===== config.mk =====
export PLATFORM = sky130hd
export DESIGN_NAME = pid_readout_arbiter_flat
export DESIGN_NICKNAME = d
export VERILOG_FILES = /design/src/rtl/pid_readout_arbiter_if.sv /design/src/rtl/pid_readout_arbiter.sv /design/src/flat_wrapper.sv
export SDC_FILE = /design/constraint.sdc
export NUM_CORES = 1
export LEC_CHECK = 0
export ABC_AREA = 1
export BUFFER_PORTS_ARGS = -buffer_cell sky130_fd_sc_hd__buf_2
export CAP_MARGIN = 20
export CORE_MARGIN = 2
export CORE_UTILIZATION = 30
export CTS_CLUSTER_SIZE = 20
export DETAILED_ROUTE_END_ITERATION = 10
export GPL_ROUTABILITY_DRIVEN = 0
export PLACE_DENSITY = 0.53
export SLEW_MARGIN = 20
export SYNTH_ARGS = -nofsm -noshare
export SYNTH_HDL_FRONTEND = slang
export SYNTH_SLANG_ARGS = --single-unit
export TNS_END_PERCENT = 50

===== constraint.sdc =====
create_clock -name clk -period 2.2 [get_ports clk]
set_input_delay 0.33 -clock clk [delete_from_list [all_inputs] [get_ports clk]]
set_output_delay 0.33 -clock clk [all_outputs]
set_load 0.02 [all_outputs]

===== src/rtl/pid_readout_arbiter_if.sv =====
// pid_readout_arbiter_if: valid/ready output stream carrying one
// granted hit word (time pattern, channel index, PID flags).
interface pid_readout_arbiter_if #(
    parameter int CHW = 2
) ();
    logic           out_valid;
    logic           out_ready;
    logic [31:0]    out_data;
    logic [CHW-1:0] out_ch;
    logic [2:0]     out_pid;

    modport master (
        output out_valid,
        output out_data,
        output out_ch,
        output out_pid,
        input  out_ready
    );

    modport slave (
        input  out_valid,
        input  out_data,
        input  out_ch,
        input  out_pid,
        output out_ready
    );
endinterface


===== src/rtl/pid_readout_arbiter.sv =====
// pid_readout_arbiter: per-channel one-deep hit slots drained
// round-robin onto a valid/ready output stream, with drop counters.
module pid_readout_arbiter #(
    parameter int NCH = 4,
    parameter int CHW = 2
) (
    input  logic                  clk,
    input  logic                  rst,
    input  logic [NCH-1:0]        hit_valid,
    input  logic [NCH*32-1:0]     hit_data,
    input  logic [NCH*3-1:0]      hit_pid,
    input  logic [NCH-1:0]        ch_enable,
    output logic [NCH*8-1:0]      drop_cnt,
    output logic                  busy,
    pid_readout_arbiter_if.master ro
);
    typedef enum logic {
        IDLE,
        PRESENT
    } state_t;

    state_t         state;
    logic [NCH-1:0] full;
    logic [31:0]    sdata [NCH];
    logic [2:0]     spid  [NCH];
    logic [CHW-1:0] rr_ptr;

    logic           found;
    logic           grant;
    logic [CHW-1:0] gidx;
    logic [CHW:0]   scan;
    logic [NCH-1:0] take;
    logic [NCH-1:0] cap;
    logic [NCH-1:0] drop;

    // Pick the first full slot at or above rr_ptr, wrapping modulo NCH.
    always_comb begin
        found = 1'b0;
        gidx  = '0;
        scan  = '0;
        for (int k = 0; k < NCH; k++) begin
            scan = {1'b0, rr_ptr} + (CHW+1)'(k);
            if (scan >= (CHW+1)'(NCH)) begin
                scan = scan - (CHW+1)'(NCH);
            end
            if (!found && full[scan[CHW-1:0]]) begin
                found = 1'b1;
                gidx  = scan[CHW-1:0];
            end
        end
    end

    // A grant happens from IDLE, or from PRESENT once the word is taken.
    assign grant = found && (state == IDLE || ro.out_ready);
    assign busy  = (|full) || ro.out_valid;

    // Per-slot capture/drop decisions; a slot being granted can refill.
    always_comb begin
        take = '0;
        cap  = '0;
        drop = '0;
        for (int i = 0; i < NCH; i++) begin
            take[i] = grant && (gidx == CHW'(i));
            cap[i]  = hit_valid[i] && ch_enable[i] && (!full[i] || take[i]);
            drop[i] = hit_valid[i] && ch_enable[i] && full[i] && !take[i];
        end
    end

    // Holding slots and saturating drop counters.
    always_ff @(posedge clk or negedge rst) begin
        if (!rst) begin
            full     <= '0;
            drop_cnt <= '0;
            for (int i = 0; i < NCH; i++) begin
                sdata[i] <= '0;
                spid[i]  <= '0;
            end
        end else begin
            for (int i = 0; i < NCH; i++) begin
                if (cap[i]) begin
                    full[i]  <= 1'b1;
                    sdata[i] <= hit_data[32*i +: 32];
                    spid[i]  <= hit_pid[3*i +: 3];
                end else if (take[i]) begin
                    full[i] <= 1'b0;
                end
                if (drop[i] && drop_cnt[8*i +: 8] != 8'hFF) begin
                    drop_cnt[8*i +: 8] <= drop_cnt[8*i +: 8] + 8'd1;
                end
            end
        end
    end

    // Arbiter FSM with registered output word and round-robin pointer.
    always_ff @(posedge clk or negedge rst) begin
        if (!rst) begin
            state        <= IDLE;
            rr_ptr       <= '0;
            ro.out_valid <= 1'b0;
            ro.out_data  <= '0;
            ro.out_ch    <= '0;
            ro.out_pid   <= '0;
        end else begin
            if (grant) begin
                state        <= PRESENT;
                ro.out_valid <= 1'b1;
                ro.out_data  <= sdata[gidx];
                ro.out_ch    <= gidx;
                ro.out_pid   <= spid[gidx];
                rr_ptr       <= (gidx == CHW'(NCH-1)) ? '0 : gidx + 1'b1;
            end else begin
                unique case (state)
                    IDLE: begin
                        ro.out_valid <= 1'b0;
                    end
                    PRESENT: begin
                        if (ro.out_ready) begin
                            state        <= IDLE;
                            ro.out_valid <= 1'b0;
                        end
                    end
                    default: begin
                        state <= IDLE;
                    end
                endcase
            end
        end
    end
endmodule

===== src/flat_wrapper.sv =====
// flat-port wrapper written by rule: the top's interface ports become plain ports
module pid_readout_arbiter_flat 
#(
    parameter int NCH = 4,
    parameter int CHW = 2
)
  (clk, rst, hit_valid, hit_data, hit_pid, ch_enable, drop_cnt, busy, ro_out_valid, ro_out_data, ro_out_ch, ro_out_pid, ro_out_ready);
  pid_readout_arbiter_if #(.CHW(CHW)) ro_i ();
  input  logic clk;
  input  logic rst;
  input  logic [NCH-1:0] hit_valid;
  input  logic [NCH*32-1:0] hit_data;
  input  logic [NCH*3-1:0] hit_pid;
  input  logic [NCH-1:0] ch_enable;
  output logic [NCH*8-1:0] drop_cnt;
  output logic busy;
  output wire logic [$bits(ro_i.out_valid)-1:0] ro_out_valid;
  output wire logic [$bits(ro_i.out_data)-1:0] ro_out_data;
  output wire logic [$bits(ro_i.out_ch)-1:0] ro_out_ch;
  output wire logic [$bits(ro_i.out_pid)-1:0] ro_out_pid;
  input wire logic [$bits(ro_i.out_ready)-1:0] ro_out_ready;
  assign ro_out_valid = ro_i.out_valid;
  assign ro_out_data = ro_i.out_data;
  assign ro_out_ch = ro_i.out_ch;
  assign ro_out_pid = ro_i.out_pid;
  assign ro_i.out_ready = ro_out_ready;
  pid_readout_arbiter #(.NCH(NCH), .CHW(CHW)) u_core (.clk(clk), .rst(rst), .hit_valid(hit_valid), .hit_data(hit_data), .hit_pid(hit_pid), .ch_enable(ch_enable), .drop_cnt(drop_cnt), .busy(busy), .ro(ro_i));
endmodule

==> results of run 1 <==
-- per-stage QoR --
stage / setup WS (ns) / hold slack [ns]
after global routing: -0.0513 / 0.00683
after detailed placement: -0.117 / 0.331
after CTS: 0.00343 / 0.000206
after global placement: -0.0343 / 0.333
after floorplan: 0.190 / 0.0344
final: 0.0711 / 0.0125
-- layout make-up --
type                       count  area (sq um)
antenna                        3          7.51
clock buffer                  38           787
clock inverter                12          75.1
fill                        3852         21600
inverter                     174           663
multi-input combinational   1015          4870
sequential                   217          5430
tap                          468           586
timing repair buffer         313          2370
-- registers in the layout, summed over array words and instances (netlist names) --
signal and cells:
u_core.full 4, u_core.sdata 128, u_core.ro.out_valid 1, u_core.ro.out_ch 2, u_core.spid 12, u_core.ro.out_pid 3, u_core.ro.out_data 32, u_core.rr_ptr 2
u_core.drop_cnt 32, u_core.state 1
-- Yosys cell counts --
| library cell | n | area share [%] |
|---|---|---|
| xor2_1 | 21 | 1.7 |
| buf_2 | 26 | 1.2 |
| nand3_1 | 228 | 10 |
| clkbuf_1 | 45 | 1.5 |
| ha_1 | 4 | 0.45 |
| inv_4 | 1 | 0.057 |
| dfrtp_1 | 217 | 49 |
| nor3b_1 | 1 | 0.068 |
| nand2_4 | 1 | 0.10 |
| o21ai_1 | 8 | 0.36 |
| o21ai_0 | 3 | 0.14 |
| a41oi_1 | 1 | 0.079 |
| nand3b_1 | 2 | 0.14 |
| nand3_2 | 2 | 0.18 |
| nand4_1 | 99 | 5.6 |
| buf_1 | 5 | 0.17 |
| buf_4 | 4 | 0.27 |
| buf_6 | 4 | 0.41 |
| nor3_1 | 5 | 0.23 |
| o21ai_4 | 1 | 0.15 |
| nand2_1 | 606 | 21 |
| xnor2_1 | 3 | 0.24 |
| o211ai_1 | 1 | 0.068 |
| nor2_1 | 17 | 0.58 |
| nand2_2 | 9 | 0.51 |
| o21a_1 | 1 | 0.068 |
| inv_2 | 13 | 0.44 |
| inv_1 | 160 | 5.4 |
-- worst min-delay path, delay by kind of cell --
family / cells / cell delay (ns)
buffers and inverters: 1 / 0.07
and+or+nand+nor: 2 / 0.12
-- kinds of logic (layout without fill, tap and decap cells) --
| kind of cell | count (synthesis) | after routing | share of synthesized area [%] |
|---|---|---|---|
| simple gates | 970 | 972 | 38.3 |
| buf+inv | 258 | 537 | 9.47 |
| flops | 217 | 217 | 49.1 |
| xor+xnor | 24 | 24 | 1.90 |
| compound gates | 15 | 15 | 0.859 |
| fa+ha+maj | 4 | 4 | 0.452 |
| other cells | 0 | 3 | 0 |
-- how the worst max path moves through the flow --
stage	start	endpoint	slack, ns	depth (start not counted)
2_1_floorplan	u_core.rr_ptr[0]$_DFFE_PN0N_	u_core.sdata[100]$_DFFE_PN0P_	0.19	16
3_3_place_gp	u_core.rr_ptr[0]$_DFFE_PN0N_	u_core.sdata[100]$_DFFE_PN0P_	-0.03	15
3_5_place_dp	u_core.rr_ptr[0]$_DFFE_PN0N_	u_core.sdata[126]$_DFFE_PN0P_	-0.12	15
4_1_cts	u_core.rr_ptr[0]$_DFFE_PN0N_	u_core.spid[7]$_DFFE_PN0P_	0.003	15
5_1_grt	u_core.rr_ptr[0]$_DFFE_PN0N_	u_core.spid[7]$_DFFE_PN0P_	-0.05	16
6_report	u_core.rr_ptr[0]$_DFFE_PN0N_	u_core.sdata[65]$_DFFE_PN0P_	0.07	16
-- power by group --
part / switching [mW] / internal [mW]
Sequential: 1.13 / 5.71
Clock: 1.81 / 2.49
Combinational: 9.27 / 6.00
-- routing by layer --
| metal | GRT usage, % | vias to the layer above |
|---|---|---|
| met2 | 30.1 | 321 |
| met5 | 0 | - |
| met1 | 28.0 | 5119 |
| met4 | 6.59 | 0 |
| met3 | 3.39 | 63 |
| li1 | - | 5258 |
-- what timing repair did --
action / in CTS / in global routing
gates cloned: 1 / 18
buffers inserted: 1 / 11
hold endpoints to repair: 56 / 0
hold buffers: 4 / 0
setup endpoints to repair: 90 / 199
pin swaps: 1 / 13
gates resized for setup: 7 / 63
==> summary.txt, run 1 <==
Worst-case clock buffer depth = 3
Met2 Wirelength = 18800 um
Non-Filler Instances = 2240
Synth cell types = 28
Overall global routing resource usage = 19.6%
CP most frequent cell = nand2_2
Skew-Pair Late Insertion Delay = 0.55 ns
Top routing layer in use = met4
Gr ovfl total = 0
HP Class = input port to flop
Sequential element share of the synthesized area = 49.1%
TritonCTS clock tree = built
Slew of the pin with the lowest slew margin = 0.601 ns
Syn. warnings = 0
Die ar. = 0.0384 sq mm
Initial DRC count = 736
Hold path depth = 3
DRC = 0
RSZ-0062 raised after global routing = true
Synth Area per Inst = 7.44 sq um
CP Launch Type = flop
Critical Path RT = 2.63 ns
Leakage = 8.22 nW
# nets final = 1903
Initial Util = 30.4%
R2R setup slack = 0.07 ns
Max-cap violations = 0
Layout area overhead = 33.7%
Hold Startpoint = hit_data[42]
Cell Rows = 70
Post-Synthesis Cells = 1488
Most frequent cells in the layout = nand2_1, buf_2, dfrtp_1, nand3_1, inv_1
Final setup fails = 0
Cell area after synthesis = 0.0111 sq mm
Clock Sink Count = 217
Period Utilization, post-route = 96.8%
Total power = 26.4 mW
Tmin final = 2.13 ns
Setup tns final = 0 ns
# H-tree levels = 1
Worst path arrival time = 2.56 ns
Avg WL per Cell = 18.3 um
Io pins = 222
Die Wd = 196 um
CP max FO = 10
Skew final = 0.0222 ns
HPWL Detailed = 27200 um
Dpl cells = 2152
TritonCTS Buffers = 27
Vias in the first global route = 10137
Nature of the critical path endpoint = flop
Drt via density = 4.80
Worst-path clk slew = 0.06 ns
Yosys reg bits = 217
Reg2reg end = u_core.sdata[65]$_DFFE_PN0P_
Routed vias = 10761
Final hold vios = 0
DP Area = 0.0131 sq mm
Antenna viol nets, final = 0
R2r startpoint = u_core.rr_ptr[0]$_DFFE_PN0N_
FF-to-FF path depth = 16
First-pass GRT wire length = 59000 um
Wl on met1 = 18600 um
Status = complete, no violations
Synth Net Count = 1643
Slowest stage cell, crit path = dfrtp_2
Die H = 196 um
Antenna violations before repair = 4
Worst path max stage delay = 0.43 ns
Worst-path cell chain = clkinv_4 -> nand2_1 -> nand2_4 -> nand2_2 -> nand2_2 -> nand2_2 -> nand2_2 -> nand2_4 -> nand2_4 -> nor2_4 -> nand2_2 -> nand2_4 -> nand2_8 -> clkbuf_16 -> nand2_1 -> nand2_1
Max frequency = 0.470 GHz
First drt pass iteration count = 6
Fin area = 0.0148 sq mm
Critical path's top delay family = simple AND/OR/NAND/NOR gates
Share of cells above drive strength 1 = 24.4%
CP Buf/Inv Count = 2
Total wire length = 41000 um
Worst Hold Endpoint = u_core.sdata[74]$_DFFE_PN0P_
Maximum VDD drop = 1220 uV
Largest net degree at the start of global routing = 62
Count of input and output buffers = 221
Critical path class = flop to flop
Core Util, Final = 40.6%
Met3 WL post-DR = 2400 um
Final Max Tran Viols = 0
Most common cell after layout, fill and taps aside = nand2_1
Max-slew headroom = 59.9%
Root Buffer = clkbuf_16
CORE AREA = 0.0364 sq mm
P per Cell Area = 1790 mW/mm^2
(Power assumes the default switching activity.)
==> run 2, diff against run 1 <==
- ABC_AREA: 1 -> unset
- PLACE_DENSITY: 0.53 -> 0.54
==> summary.txt, run 2 <==
Area leader, netlist = dfrtp_1
FF-to-FF path depth = 8 (-8)
Critical Path RT = 2.60 ns (-0.03 ns)
Worst-case clock buffer depth = 3 (unchanged)
Post-synth EDFFs = 0 (unchanged)
Registers with the most flip-flops = u_core.sdata: 128 flops, u_core.drop_cnt: 32 flops, u_core.ro.out_data: 32 flops
Final Max Tran Viols = 0 (unchanged)
Leakage = 6.33 nW (-23%)
Antenna viol nets, final = 0 (unchanged)
Core Util, Final = 40.7% (+0.11 points)
Final hold vios = 0 (unchanged)
Fraction of registers with async set/reset = 100% (unchanged)
Psw = 6.87 mW (-44%)
Die H = 183 um (-6.6%)
TritonCTS Buffers = 25 (-7.4%)
Count of input and output buffers = 221 (unchanged)
Max frequency = 0.442 GHz (-6.0%)
Skew final = 0.0113 ns (-0.0109 ns)
Io pins = 222 (unchanged)
Largest register FFs = 128 (unchanged)
Max-slew headroom = 60.9% (+1.1 points)
Cell area after synthesis = 0.00962 sq mm (-13%)
Final setup fails = 83 (+83)
Slew of the pin with the lowest slew margin = 0.586 ns (-0.0152 ns)
Overall global routing resource usage = 15.4% (-4.2 points)
Commonest cells post-synth = dfrtp_1, mux2_1, mux2i_1
Most common cell after layout, fill and taps aside = buf_2
R2R setup slack = -0.06 ns (-0.14 ns)
First drt pass iteration count = 5 (-1)
DRC = 0 (unchanged)
Synth Area per Inst = 14.0 sq um (+88%)
Gr ovfl total = 0 (unchanged)
Failing checks = negative setup slack
Yosys reg bits = 217 (unchanged)
HP Class = input port to flop
Post-Synthesis Cells = 687 (-54%)
Most frequent cells in the layout = buf_2, dfrtp_1, mux2_4, mux2i_1, nand2_1
Period Utilization, post-route = 103% (+6.2 points)
Clock power share = 20.8% (+4.5 points)
Share of the synthesized area in the top cell type = 56.5% (+7.4 points)
Pre-CTS setup slack = -0.0291 ns (+0.0881 ns)
Skew-Pair Late Insertion Delay = 0.51 ns (-0.04 ns)
Setup tns final = -3.40 ns (-3.40 ns)
Worst path arrival time = 2.66 ns (+0.10 ns)
HPWL Detailed = 17100 um (-37%)
Worst Hold Endpoint = u_core.sdata[74]$_DFFE_PN0P_
Tmin final = 2.26 ns (+0.136 ns)
Initial DRC count = 277 (-62%)
Hold Startpoint = hit_data[42]
Maximum VDD drop = 748 uV (-38%)
Synth Net Count = 842 (-49%)
Die ar. = 0.0335 sq mm (-13%)
# nets final = 1118 (-41%)
# H-tree levels = 1 (unchanged)
Sequential element share of the synthesized area = 56.5% (+7.4 points)
Status = complete, but fails checks
Combinational Power Share = 42.9% (-15 points)
CP max FO = 8 (-2)
ANT cells = 0 (-3)
R2r startpoint = u_core.full[0]$_DFFE_PN0P_
Die Wd = 183 um (-6.6%)
Largest net degree at the start of global routing = 69 (+11%)
Critical path class = flop to flop
P per Cell Area = 1520 mW/mm^2 (-15%)
Total wire length = 27100 um (-34%)
Routed vias = 6550 (-39%)
Post-synth top flop = dfrtp_1
Area contributors post-synth = dfrtp_1, mux2_4, mux2_1
Syn. warnings = 0 (unchanged)
Reg2reg end = u_core.sdata[25]$_DFFE_PN0P_
Hold path depth = 2 (-1)
Cell Rows = 65 (-7.1%)
RSZ-0062 raised after global routing = true
Max-cap violations = 0 (unchanged)
Initial Util = 30.5% (+0.10 points)
TritonCTS clock tree = built
Share of cells above drive strength 1 = 46.2% (+22 points)
Worst-path clk slew = 0.06 ns (about the same)
Switching Fraction = 35.2% (-11 points)
Internal = 12.7 mW (-11%)
CORE AREA = 0.0316 sq mm (-13%)
Avg WL per Cell = 19.6 um (+7.2%)
CP Launch Type = flop
Antenna violations before repair = 1 (-3)
Worst setup margin = -0.0650 ns (-0.136 ns)
Nature of the critical path endpoint = flop
Clock Sink Count = 217 (unchanged)
Count leader, synth = dfrtp_1
Vias in the first global route = 6838 (-33%)
Drt via density = 4.74 (-1.3%)
Synth cell types = 45 (+61%)
Layout area overhead = 33.6% (about the same)
Root Buffer = clkbuf_16
Register share of total power = 36.3% (+10 points)
Reg with most FFs = u_core.sdata
First-pass GRT wire length = 40000 um (-32%)
==> run 2: metal layers <==
metal	wire length (um)	vias up	global-route usage, %	share of wire, %
met2	12600	167	25.2	47
met1	12800	3287	21.6	47
li1	-	3060	-	-
met5	18	-	0	0.066
met4	540	2	3.74	2.0
met3	1110	34	2.46	4.1
==> run 2: final cells by class <==
cell class / count / area (sq um)
fillers: 3020 / 18700
repair buffers: 282 / 1860
flip-flops and latches: 217 / 5440
clock inverters: 6 / 80.1
clock buffers: 37 / 711
well taps: 402 / 503
multi-input cells: 434 / 4250
inverters: 3 / 11.3
==> run 2: timing repair <==
| item | in CTS | in global routing |
|---|---|---|
| buffers inserted | 9 | 6 |
| pin swaps | 6 | 8 |
| gates resized for setup | 17 | 50 |
| endpoints found under the setup margin | 35 | 116 |
| gates cloned | 3 | 5 |
| endpoints found under the hold margin | 61 | 0 |
| hold buffers | 1 | 0 |
==> run 2: logic make-up after synthesis <==
family                     Yosys count  share of synthesized area [%]
adders and majority gates            4                          0.520
xor gates and xnor gates            22                           2.00
buffers and inverters               36                           2.07
muxes                              219                           27.0
AOI/OAI and AO/OA                   59                           5.06
DFF                                217                           56.5
and+or+nand+nor                    130                           6.91
==> run 2: stage by stage <==
stage	power, mW	hold WS (ns)	cells	cell area (sq um)
2_1_floorplan	12.2	0.0344	687	9620
3_3_place_gp	14.7	0.353	1318	11500
3_5_place_dp	14.8	0.346	1318	11500
4_1_cts	19.3	0.00225	1374	12500
5_1_grt	20.8	0.000751	1381	12800
6_report	19.5	0.0264	1381	12800
==> run 2: worst max-delay path by stage <==
stage	from	to	depth (start not counted)
6_report	u_core.full[0]$_DFFE_PN0P_	u_core.sdata[25]$_DFFE_PN0P_	8
3_5_place_dp	u_core.full[2]$_DFFE_PN0P_	u_core.spid[9]$_DFFE_PN0P_	8
3_3_place_gp	u_core.full[2]$_DFFE_PN0P_	u_core.spid[11]$_DFFE_PN0P_	8
5_1_grt	u_core.full[0]$_DFFE_PN0P_	u_core.sdata[24]$_DFFE_PN0P_	8
4_1_cts	u_core.full[0]$_DFFE_PN0P_	u_core.sdata[54]$_DFFE_PN0P_	9
2_1_floorplan	u_core.full[2]$_DFFE_PN0P_	u_core.sdata[100]$_DFFE_PN0P_	7
==> run 2: worst max-delay path: stages, from the launching register on <==
cell	delay [ns]
dfrtp_2	0.45
nand2_2	0.11
a311oi_4	0.13
buf_4	0.16
or3_4	0.41
o21ai_4	0.22
nand2_8	0.14
clkbuf_16	0.22
mux2_4	0.30
==> run 2: power groups by stage <==
stage / clock network [mW] / logic, mW / registers [mW]
after CTS: 4.20 / 8.00 / 7.07
after global placement: 0 / 7.58 / 7.08
final: 4.06 / 8.39 / 7.09
after detailed placement: 0 / 7.70 / 7.11
after floorplan: 0 / 4.77 / 7.42
after global routing: 4.39 / 9.05 / 7.32
==> run 3, diff against run 2 <==
- PLACE_DENSITY: 0.54 -> unset
==> summary.txt, run 3 (synthesis gave the netlist of run 2 again) <==
Tmin final = 2.17 ns (-0.0935 ns)
Worst path arrival time = 2.57 ns (-0.09 ns)
R2R setup slack = 0.03 ns (+0.09 ns)
TritonCTS clock tree = built
Die ar. = 0.0335 sq mm (unchanged)
Leakage = 6.24 nW (-1.3%)
Most common cell after layout, fill and taps aside = buf_2
RSZ-0062 raised after global routing = true
Reg with most FFs = u_core.sdata
Worst-path clk slew = 0.06 ns (about the same)
Initial Util = 30.5% (unchanged)
R2r startpoint = u_core.full[2]$_DFFE_PN0P_
Antenna viol nets, final = 0 (unchanged)
Max-cap violations = 0 (unchanged)
HPWL Detailed = 17800 um (+4.0%)
Avg WL per Cell = 18.4 um (-6.4%)
End point of the critical path = u_core.sdata[107]$_DFFE_PN0P_
Max frequency = 0.461 GHz (+4.3%)
First drt pass iteration count = 6 (+1)
Maximum VDD drop = 637 uV (-15%)
Critical Path RT = 2.60 ns (about the same)
Slew of the pin with the lowest slew margin = 0.604 ns (+0.0176 ns)
FF-to-FF path depth = 8 (unchanged)
P per Cell Area = 1530 mW/mm^2 (+0.55%)
# nets final = 1122 (+0.36%)
Overall global routing resource usage = 15.0% (-0.47 points)
Routed vias = 6545 (-0.076%)
CP Launch Type = flop
Vias in the first global route = 6854 (+0.23%)
TritonCTS Buffers = 26 (+4.0%)
Reg2reg end = u_core.sdata[107]$_DFFE_PN0P_
Final hold vios = 0 (unchanged)
Skew-Pair Late Insertion Delay = 0.52 ns (about the same)
Final setup fails = 0 (-100%)
Total power = 19.4 mW (-0.79%)
Worst setup margin = 0.0285 ns (+0.0935 ns)
Antenna violations before repair = 1 (unchanged)
Worst-case clock buffer depth = 3 (unchanged)
Count of input and output buffers = 221 (unchanged)
Layout area overhead = 31.8%
Largest register FFs = 128 (unchanged)
Clock Sink Count = 217 (unchanged)
Pre-CTS setup slack = 0.0478 ns (+0.0769 ns)
Share of cells above drive strength 1 = 42.7% (-3.5 points)
Setup tns final = 0 ns (+3.40 ns)
Max-slew headroom = 59.8% (-1.2 points)
CP max FO = 18 (+10)
Status = complete, no violations
Skew final = 0.0124 ns (+0.00118 ns)
Root Buffer = clkbuf_16
Die H = 183 um (unchanged)
First-pass GRT wire length = 39100 um (-2.2%)
Gr ovfl total = 0 (unchanged)
Total wire length = 25500 um (-6.0%)
DRC = 0 (unchanged)
# H-tree levels = 1 (unchanged)
HP Class = input port to flop
CORE AREA = 0.0316 sq mm (unchanged)
Critical path class = flop to flop
Drt via density = 4.72 (-0.58%)
CP startpoint = u_core.full[2]$_DFFE_PN0P_
Cell Rows = 65 (unchanged)
Registers with the most flip-flops = u_core.sdata: 128 flops, u_core.drop_cnt: 32 flops, u_core.ro.out_data: 32 flops
Final Max Tran Viols = 0 (unchanged)
Initial DRC count = 243 (-12%)
Largest net degree at the start of global routing = 73 (+5.8%)
Die Wd = 183 um (unchanged)
Period Utilization, post-route = 98.7% (-4.2 points)
Fin Hold WS = 0.0242 ns (-0.00224 ns)
Io pins = 222 (unchanged)
Nature of the critical path endpoint = flop
Most frequent cells in the layout = buf_2, dfrtp_1, mux2i_1, mux2_4, mux2_1
==> run 3: cell count changes in the layout (fill, tap and decap cells not counted), sizes merged, moves of 2 or more <==
cell | previous run | this run
clkinv | 4 | 8
clkbuf | 42 | 33
dlygate4sd3 | 1 | 11
buf | 276 | 274
diode | 0 | 2
==> run 3: area by class of cell <==
| class | count | area (sq um) |
|---|---|---|
| antenna | 2 | 5.00 |
| inverter | 3 | 11.3 |
| clock buffer | 33 | 748 |
| clock inverter | 12 | 120 |
| sequential | 217 | 5430 |
| tap | 402 | 503 |
| multi-input combinational | 434 | 4060 |
| fill | 3025 | 18900 |
| timing repair buffer | 285 | 1800 |
==> run 3: how the worst min path moves through the flow <==
stage | endpoint | depth (start not counted) | slack, ns | from
finish | u_core.sdata[106]$_DFFE_PN0P_ | 2 | 0.02 | hit_data[10]
global route | u_core.sdata[110]$_DFFE_PN0P_ | 2 | 0.007 | hit_data[14]
CTS | u_core.sdata[113]$_DFFE_PN0P_ | 2 | 0.00002 | hit_data[17]
detailed placement | u_core.drop_cnt[8]$_DFFE_PN0P_ | 1 | 0.36 | rst
global placement | u_core.drop_cnt[8]$_DFFE_PN0P_ | 1 | 0.35 | rst
floorplan | u_core.drop_cnt[0]$_DFFE_PN0P_ | 0 | 0.03 | rst
==> run 3: layer usage <==
layer / part of all wire [%] / GRT usage [%]
met1: 46 / 20.5
met2: 47 / 24.7
met3: 4.8 / 2.76
met4: 2.0 / 3.52
met5: 0 / 0
==> run 3: worst max-delay path, stage by stage, from the launching register on <==
cell and delay (ns):
dfrtp_1 0.42, nor2b_1 0.15, a311oi_1 0.24, buf_4 0.18, o21ai_4 0.08, o21a_1 0.24
nor2_4 0.17, buf_12 0.20, mux2_1 0.34
==> run 3: through the flow <==
step,area [sq um],utilization [%],std cells
global route,12700,40.2,1386
floorplan,9620,-,687
global placement,11600,36.8,1328
CTS,12600,39.9,1384
detailed placement,11600,36.8,1328
finish,12700,40.2,1388
==> run 3: repair_timing <==
action,4_1_cts,5_1_grt
endpoints found under the hold margin,70,0
hold buffers,11,0
endpoints found under the setup margin,0,50
gates resized for setup,0,14
buffers inserted,0,2
==> run 3: where the power goes <==
group / switching, mW / internal (mW) / total, mW
registers: 1.19 / 5.89 / 7.08
logic: 3.84 / 4.14 / 7.98
clock network: 1.71 / 2.62 / 4.33
total: 6.74 / 12.7 / 19.4
